`src/rtl/alu_sequencer.sv`:
```
// rtl/alu_sequencer.sv - command FIFO plus IDLE/EXEC/CAPT/RESP sequencer driving a registered ALU stage
// Optional statistics counters are built when the macro ALU_SEQ_STATS_EN is defined.
module alu_sequencer #(
  parameter int WIDTH = 4,
  parameter int DEPTH = 4
) (
  input  logic             i_clk,
  input  logic             i_rstn,
  input  logic             i_cmd_valid,
  output logic             o_cmd_ready,
  input  logic [WIDTH-1:0] i_cmd_arg0,
  input  logic [WIDTH-1:0] i_cmd_arg1,
  input  logic [1:0]       i_cmd_oper,
  output logic [WIDTH-1:0] o_arg0,
  output logic [WIDTH-1:0] o_arg1,
  output logic [1:0]       o_oper,
  input  logic [WIDTH-1:0] i_alu_result,
  input  logic [3:0]       i_alu_flag,
  output logic             o_rsp_valid,
  input  logic             i_rsp_ready,
  output logic [WIDTH-1:0] o_rsp_result,
  output logic [3:0]       o_rsp_flag,
  output logic             o_busy,
  output logic [7:0]       o_err_cnt,
  output logic [7:0]       o_ovf_cnt
);

  localparam int AW = (DEPTH > 1) ? $clog2(DEPTH) : 1;
  localparam int EW = 2 * WIDTH + 2;
  localparam logic [AW:0] FULL_CNT = (AW + 1)'(DEPTH);

  typedef enum logic [1:0] {S_IDLE, S_EXEC, S_CAPT, S_RESP} state_t;

  state_t          state, state_nxt;
  logic [EW-1:0]   mem [DEPTH];
  logic [AW-1:0]   wr_ptr, rd_ptr;
  logic [AW:0]     count;
  logic            full, empty, push, pop, capt, hs;
  logic [EW-1:0]   head;

  assign full        = (count == FULL_CNT);
  assign empty       = (count == '0);
  assign o_cmd_ready = !full;
  assign push        = i_cmd_valid && !full;
  assign head        = mem[rd_ptr];
  assign o_busy      = (state != S_IDLE) || !empty;

  // FIFO storage; entries need no reset because occupancy gates every read
  always_ff @(posedge i_clk) begin
    if (push) mem[wr_ptr] <= {i_cmd_arg0, i_cmd_arg1, i_cmd_oper};
  end

  // FIFO pointers and occupancy; pointers wrap naturally since DEPTH is a power of two
  always_ff @(posedge i_clk or negedge i_rstn) begin
    if (!i_rstn) begin
      wr_ptr <= '0;
      rd_ptr <= '0;
      count  <= '0;
    end else begin
      if (push) wr_ptr <= wr_ptr + AW'(1);
      if (pop)  rd_ptr <= rd_ptr + AW'(1);
      case ({push, pop})
        2'b10:   count <= count + (AW + 1)'(1);
        2'b01:   count <= count - (AW + 1)'(1);
        default: count <= count;
      endcase
    end
  end

  // FSM state register
  always_ff @(posedge i_clk or negedge i_rstn) begin
    if (!i_rstn) state <= S_IDLE;
    else         state <= state_nxt;
  end

  // FSM next-state: RESP chains straight into EXEC when work is waiting
  always_comb begin
    state_nxt = state;
    case (state)
      S_IDLE: if (!empty) state_nxt = S_EXEC;
      S_EXEC: state_nxt = S_CAPT;
      S_CAPT: state_nxt = S_RESP;
      S_RESP: if (i_rsp_ready) state_nxt = empty ? S_IDLE : S_EXEC;
      default: state_nxt = S_IDLE;
    endcase
  end

  // FSM outputs: pop only from IDLE or on a response handshake, never when empty
  always_comb begin
    pop  = 1'b0;
    capt = 1'b0;
    hs   = 1'b0;
    case (state)
      S_IDLE: pop = !empty;
      S_CAPT: capt = 1'b1;
      S_RESP: begin
        hs  = i_rsp_ready;
        pop = i_rsp_ready && !empty;
      end
      default: ;
    endcase
  end

  // ALU drive and response registers
  always_ff @(posedge i_clk or negedge i_rstn) begin
    if (!i_rstn) begin
      o_arg0       <= '0;
      o_arg1       <= '0;
      o_oper       <= '0;
      o_rsp_valid  <= 1'b0;
      o_rsp_result <= '0;
      o_rsp_flag   <= '0;
    end else begin
      if (pop) {o_arg0, o_arg1, o_oper} <= head;
      if (capt) begin
        o_rsp_result <= i_alu_result;
        o_rsp_flag   <= i_alu_flag;
        o_rsp_valid  <= 1'b1;
      end else if (hs) begin
        o_rsp_valid  <= 1'b0;
      end
    end
  end

`ifdef ALU_SEQ_STATS_EN
  // Saturating error/overflow counters, stepped once per accepted response
  always_ff @(posedge i_clk or negedge i_rstn) begin
    if (!i_rstn) begin
      o_err_cnt <= '0;
      o_ovf_cnt <= '0;
    end else if (hs) begin
      if (o_rsp_flag[0] && (o_err_cnt != 8'hFF)) o_err_cnt <= o_err_cnt + 8'd1;
      if (o_rsp_flag[3] && (o_ovf_cnt != 8'hFF)) o_ovf_cnt <= o_ovf_cnt + 8'd1;
    end
  end
`else
  assign o_err_cnt = 8'd0;
  assign o_ovf_cnt = 8'd0;
`endif

endmodule

```
`config.mk`:
```
export PLATFORM = sky130hd
export DESIGN_NAME = alu_sequencer
export DESIGN_NICKNAME = d
export VERILOG_FILES = /design/src/rtl/alu_sequencer.sv
export SDC_FILE = /design/constraint.sdc
export NUM_CORES = 1
export LEC_CHECK = 0
export ABC_AREA = 1
export CAP_MARGIN = 25
export CORE_MARGIN = 4
export CORE_UTILIZATION = 55
export CTS_CLUSTER_SIZE = 30
export DETAILED_ROUTE_END_ITERATION = 8
export GPL_ROUTABILITY_DRIVEN = 0
export PLACE_DENSITY = 0.84
export RECOVER_POWER = 100
export SYNTH_ARGS = -nofsm -noshare
export SYNTH_HDL_FRONTEND = slang
export SYNTH_SLANG_ARGS = --single-unit
```
`constraint.sdc`:
```
create_clock -name i_clk -period 3.4 [get_ports i_clk]
set_input_delay 0.34 -clock i_clk [delete_from_list [all_inputs] [get_ports i_clk]]
set_output_delay 0.34 -clock i_clk [all_outputs]
set_load 0.05 [all_outputs]
```
# [Yosys cells after proc, flatten, opt, wreduce, memory -nomap -nowiden]
# Memory sizes are Yosys's and may differ from the RTL's. A register that Yosys moved wholly into a read port is not among the register bits.
# Cells that the tools add are included.
[word_totals] inputBits=22 mem_bits_rw=40 output_inout_bits=37 elab_cells=44 regBits=18 n_memories=1
[memory_table] name="mem" depth=4 width=10 read_ports=1 rd_clocked_by_memory_dff=1 wr=1 line="35" source="logic [EW-1:0] mem [DEPTH];"
[classes] n_eq_ne=8 add_sub_neg=4 n_reduce_logical=12 mux=12
[ops] op="one-hot mux 2 bit (4 select lines)" n=1
[ops] op="2-to-1 mux 1 bit" n=7
[ops] op="equality test 2 bit, second input constant" n=3
[ops] op="one-hot mux 3 bit (2 select lines)" n=1
[ops] op="nonzero test 2 bit" n=3
[ops] op="adder 2 x 1 -> 2 bit, second input constant" n=2
[ops] op="equality test 2 x 1 -> 1 bit, second input constant" n=2
[ops] op="2-to-1 mux 2 bit" n=2
[ops] op="inequality test 2 bit, second input constant" n=2
[ops] op="adder 3 x 1 -> 3 bit, second input constant" n=1
[ops] op="equality test 3 bit, second input constant" n=1
[ops] op="zero test 1 bit" n=3
[ops] op="zero test 3 bit" n=1
[ops] op="subtractor 3 x 1 -> 3 bit, second input constant" n=1
[ops] op="logical AND 1 bit" n=2
[ops] op="zero test 2 bit" n=1
[ops] op="one-hot mux 1 bit (2 select lines)" n=1
[ops] op="AND reduction 2 bit" n=1
[ops] op="logical OR 1 bit" n=1

# [Logic depth before layout (Yosys ltp)]
[depth] depth_word=6 mapped_depth=13 depth_no_buf=12

# [Worst setup path before layout]
# No wires, ideal clock.
[synth_timing] kind="reg-to-reg" startpoint="register count[0]" endpoint="register count[2]" setup_time_ns=0.079 period_less_slack_ns=2.090 path_stages_with_launch=10 t_arrival_ns=2.011 n_path_buf=0 required_ns=3.321 slack_ns=1.310 path_cell_list="dfrtp_1 -> nor2_2 -> nand2_1 -> nand2_2 -> ha_1 -> fa_1 -> nand2_1 -> nand2_1 -> nor2_1 -> xor2_1"
[synth_via] word_cells_on_any_way=13 cone_classes="add/sub: 2; eq/ne: 3; mux: 2; reduce/logical: 6"
[synth_rtl] element="start, declared" line="37" source="logic [AW:0] count;"
[synth_rtl] element="start signal, assigned" line="63" source="2'b10: count <= count + (AW + 1)'(1);"
[synth_rtl] element="start signal, assigned" line="64" source="2'b01: count <= count - (AW + 1)'(1);"
[synth_rtl] element="start signal, assigned" line="65" source="default: count <= count;"
[synth_rtl] element="equality test 3 bit (*)" line="41" source="assign full = (count == FULL_CNT);"
[synth_rtl] element="zero test 1 bit (*)"
[synth_rtl] element="named net o_cmd_ready" line="10" source="output logic o_cmd_ready,"
[synth_rtl] element="logical AND 1 bit (*)" line="44" source="assign push = i_cmd_valid && !full;"
[synth_rtl] element="equality test 2 x 1 -> 1 bit / equality test 2 bit (equally long branches)" line="62" source="case ({push, pop})"
[synth_rtl] element="one-hot mux 3 bit (2 select lines) / nonzero test 2 bit (equally long branches)"
# The timed path passes the listed nets; every way through them passes the cells marked *.
# A chain may end at the register's enable or synchronous reset.

# [Worst setup path in the final report]
[layout_timing] startpoint="register state[0]" endpoint="register count[2]"
[layout_via] elab_chain_len=4 word_cells_on_any_way=7 cone_classes="eq/ne: 3; mux: 2; reduce/logical: 2"
[layout_lines] element="start, declared" line="34" source="state_t state, state_nxt;"
[layout_lines] element="start signal, assigned" line="73" source="else state <= state_nxt;"
[layout_lines] element="equality test 2 bit / zero test 2 bit (equally long branches)" line="93" source="case (state)"
[layout_lines] element="one-hot mux 1 bit (2 select lines) (*)" line="93"
[layout_lines] element="equality test 2 x 1 -> 1 bit / equality test 2 bit (equally long branches)" line="62"
[layout_lines] element="one-hot mux 3 bit (2 select lines) / nonzero test 2 bit (equally long branches)"
# Mark *: on every way between the ends. The rest lies on a longest branch, timed or not.

==> results.md <==
* Status: completed
* Maximum number of pins on one net before global-route repair at 29
* R2R cell count at 11
* Actual slew at the worst max-slew pin at 1.402 ns
* Remaining DRCs at 0
* Number of buffers added for setup after CTS at 0
* Cell Area, Synth at 0.003018 mm²
* Max Root-Sink Buffers at 2
* Share of layout cells above drive strength 1 at 4.762%
* Layout Cells excl Fill at 427
* CP Capture Type: flip-flop
* Area Overhead vs Synth at 19.69%
* Main area contributors after synthesis: edfxtp_1, dfrtp_1, nand2_1
* CP required at 3.67 ns
* Reg clk slew, reported paths at 0.07 ns
* Synth top area share at 39.80%
* Most instantiated cells after synthesis: nand2_1, edfxtp_1, dfrtp_1, buf_4, inv_1
* Vias in the first global route at 1858
* Antenna Cells at 0
* Synth Flop Type: edfxtp_1
* First-pass GRT wire length at 8383 µm
* Max Slew Vio Count at 0
* WL per Instance at 12.26 µm
* CP Launch Point: state[0]
* Period utilization at 77.28%
* CP Data Arrival Time at 2.90 ns
* Setup_tns at 0 ns
* Number of synthesized register bits at 68
* RSZ-0062 raised after global routing: no
* Post-CTS sizing at 0
* Most common cell in the netlist: nand2_1
* Worst r2r src: state[0]
* Die X at 82.08 µm
* CTS Hold Bufs at 0
* Cell area power density at 974.9 mW/mm²
* Total clock sinks at 68
* Synth warnings at 0
* Critical path peak fanout at 14
* HPWL Detailed at 3647 µm
* Max cap viols at 0
* DR vias at 1998
* H-tree levels at 3
* Hold Path End: o_rsp_flag[3]
* HP Class: reg -> reg
* Number of routed nets with antenna violations at 0
* Nets at 384
* Setup slack, reg-to-reg at 0.77 ns
* Drt initial violations at 69
* Avg Cell Area, Syn at 9.862 µm²
* Number of distinct library cells after synthesis at 23
* Crit Path Class: reg -> reg
* Chip height at 82.08 µm
* Post-synth EDFFs at 40
* Ports at 59
* Slew margin rel. at 6.519%
* Fmax achieved at 380.6 MHz
* Congestion Overflow GR at 0
* Total Routing Usage GR at 17.49%
* Worst R2R End: count[2]
* Hold Path Stages at 2
* Final Power at 3521 µW
* Final Skew at 0.009218 ns
* Async SR Flop Fraction at 41.18%
* Min cycle time layout at 2.628 ns
* CTS root buffer: clkbuf_8
* Placement row count at 26
* P_leak at 0.001718 µW
* DRT Pass-1 Iters at 4
* Core area at 0.005205 mm²
* Port Buffers at 42
* Setup violators final at 0
* Sequential element share of the synthesized area at 63.02%
* Post-Syn Instances at 306
* Post-synth top area cell: edfxtp_1
* Placed cell count at 410
* Routed wire length at 5235 µm
* Initial antenna violation count at 0
* CTS Buf Count at 9
* Initial core utilization at 57.98%
* Hold path start: o_rsp_flag[3]
* Vias/cell at 4.679
* Maximum VDD drop at 0.5043 mV
* Post-Route Utilization at 69.40%
* TritonCTS clock tree: yes
* Hold Violations, Final at 0
* Die area at 0.006736 mm²
* Clock Latency Late Sink at 0.34 ns
* CP startpoint kind: flip-flop
-- kinds of logic (layout without fill, tap and decap cells) --
group / Yosys count / count (layout) / share of synthesized area (%)
simple gates: 178 / 178 / 22.68
xor+xnor: 4 / 4 / 1.161
buf+inv: 41 / 77 / 7.877
compound gates: 4 / 4 / 0.7459
fa+ha+maj: 10 / 10 / 4.395
flops: 68 / 68 / 63.02
other cells: 1 / 16 / 0.1243
-- registers in the layout, summed over array words and instances (netlist names) --
| register | cells |
|---|---|
| o_arg0 | 4 |
| rd_ptr | 2 |
| o_rsp_valid | 1 |
| mem | 40 |
| o_rsp_result | 4 |
| o_arg1 | 4 |
| o_rsp_flag | 4 |
| count | 3 |
| wr_ptr | 2 |
| o_oper | 2 |
| state | 2 |
-- stage by stage --
stage	setup slack (ns)	hold WS, ns	instance area [µm²]
2_1_floorplan	1.310	0.04441	3074
3_3_place_gp	1.070	0.4526	3416
3_5_place_dp	1.009	0.4633	3416
4_1_cts	1.013	0.3562	3622
5_1_grt	0.5293	0.4897	3612
6_report	0.7724	0.4656	3612
-- layout make-up --
type,instances,area [µm²]
inverters,17,63.81
repair buffers,44,427.9
multi-input cells,212,924.6
flip-flops and latches,68,1902
well taps,70,87.58
clock buffers,15,176.4
clock inverters,1,30.03
fillers,402,1593
-- where the power goes --
group	internal, µW	switching [µW]	leakage, µW
clock network	400	275	0.000104
registers	1150	182	0.000709
logic	457	1060	0.000905
total	2010	1520	0.00172
-- critical path, stage by stage (launching register included) --
cell	delay, ns
dfrtp_1	0.40
inv_1	0.10
ha_1	0.28
inv_1	0.05
nand3_1	0.37
inv_1	0.29
ha_1	0.30
fa_1	0.40
nand2_1	0.07
nand2_1	0.05
nor2_1	0.10
xor2_1	0.15
-- worst max path at each step --
stage	slack [ns]	endpoint	depth (start not counted)
after floorplan	1.31	count[2]	9
after global placement	1.07	count[2]	11
after detailed placement	1.01	count[2]	11
after CTS	1.01	o_busy	4
after global routing	0.53	count[2]	11
final	0.77	count[2]	11
-- cells in the final DEF, fill, tap and decap left out --
| cell type | n |
|---|---|
| a21oi_1 | 1 |
| clkinv_1 | 1 |
| xnor2_1 | 2 |
| o211ai_1 | 1 |
| nand3_1 | 3 |
| clkbuf_1 | 5 |
| dfrtp_1 | 28 |
| conb_1 | 16 |
| nand2_1 | 165 |
| o21ai_0 | 1 |
| clkdlybuf4s50_1 | 10 |
| nand2_2 | 1 |
| nor2_1 | 9 |
| o21ai_1 | 1 |
| xor2_1 | 2 |
| ha_1 | 9 |
| fa_1 | 1 |
| inv_1 | 13 |
| dlygate4sd3_1 | 32 |
| inv_2 | 3 |
| clkbuf_8 | 12 |
| edfxtp_1 | 40 |
| bufinv_16 | 1 |
-- per-layer routing --
layer / wire length [µm] / global-route usage, % / part of all wire (%) / vias up
li1: - / - / - / 1018
met5: 0 / 0 / 0 / -
met4: 144 / 11.46 / 2.8 / 0
met2: 2577 / 28.76 / 49 / 57
met3: 344 / 5.154 / 6.6 / 14
met1: 2168 / 19.68 / 41 / 909
Power figures use the tool's default switching activity.
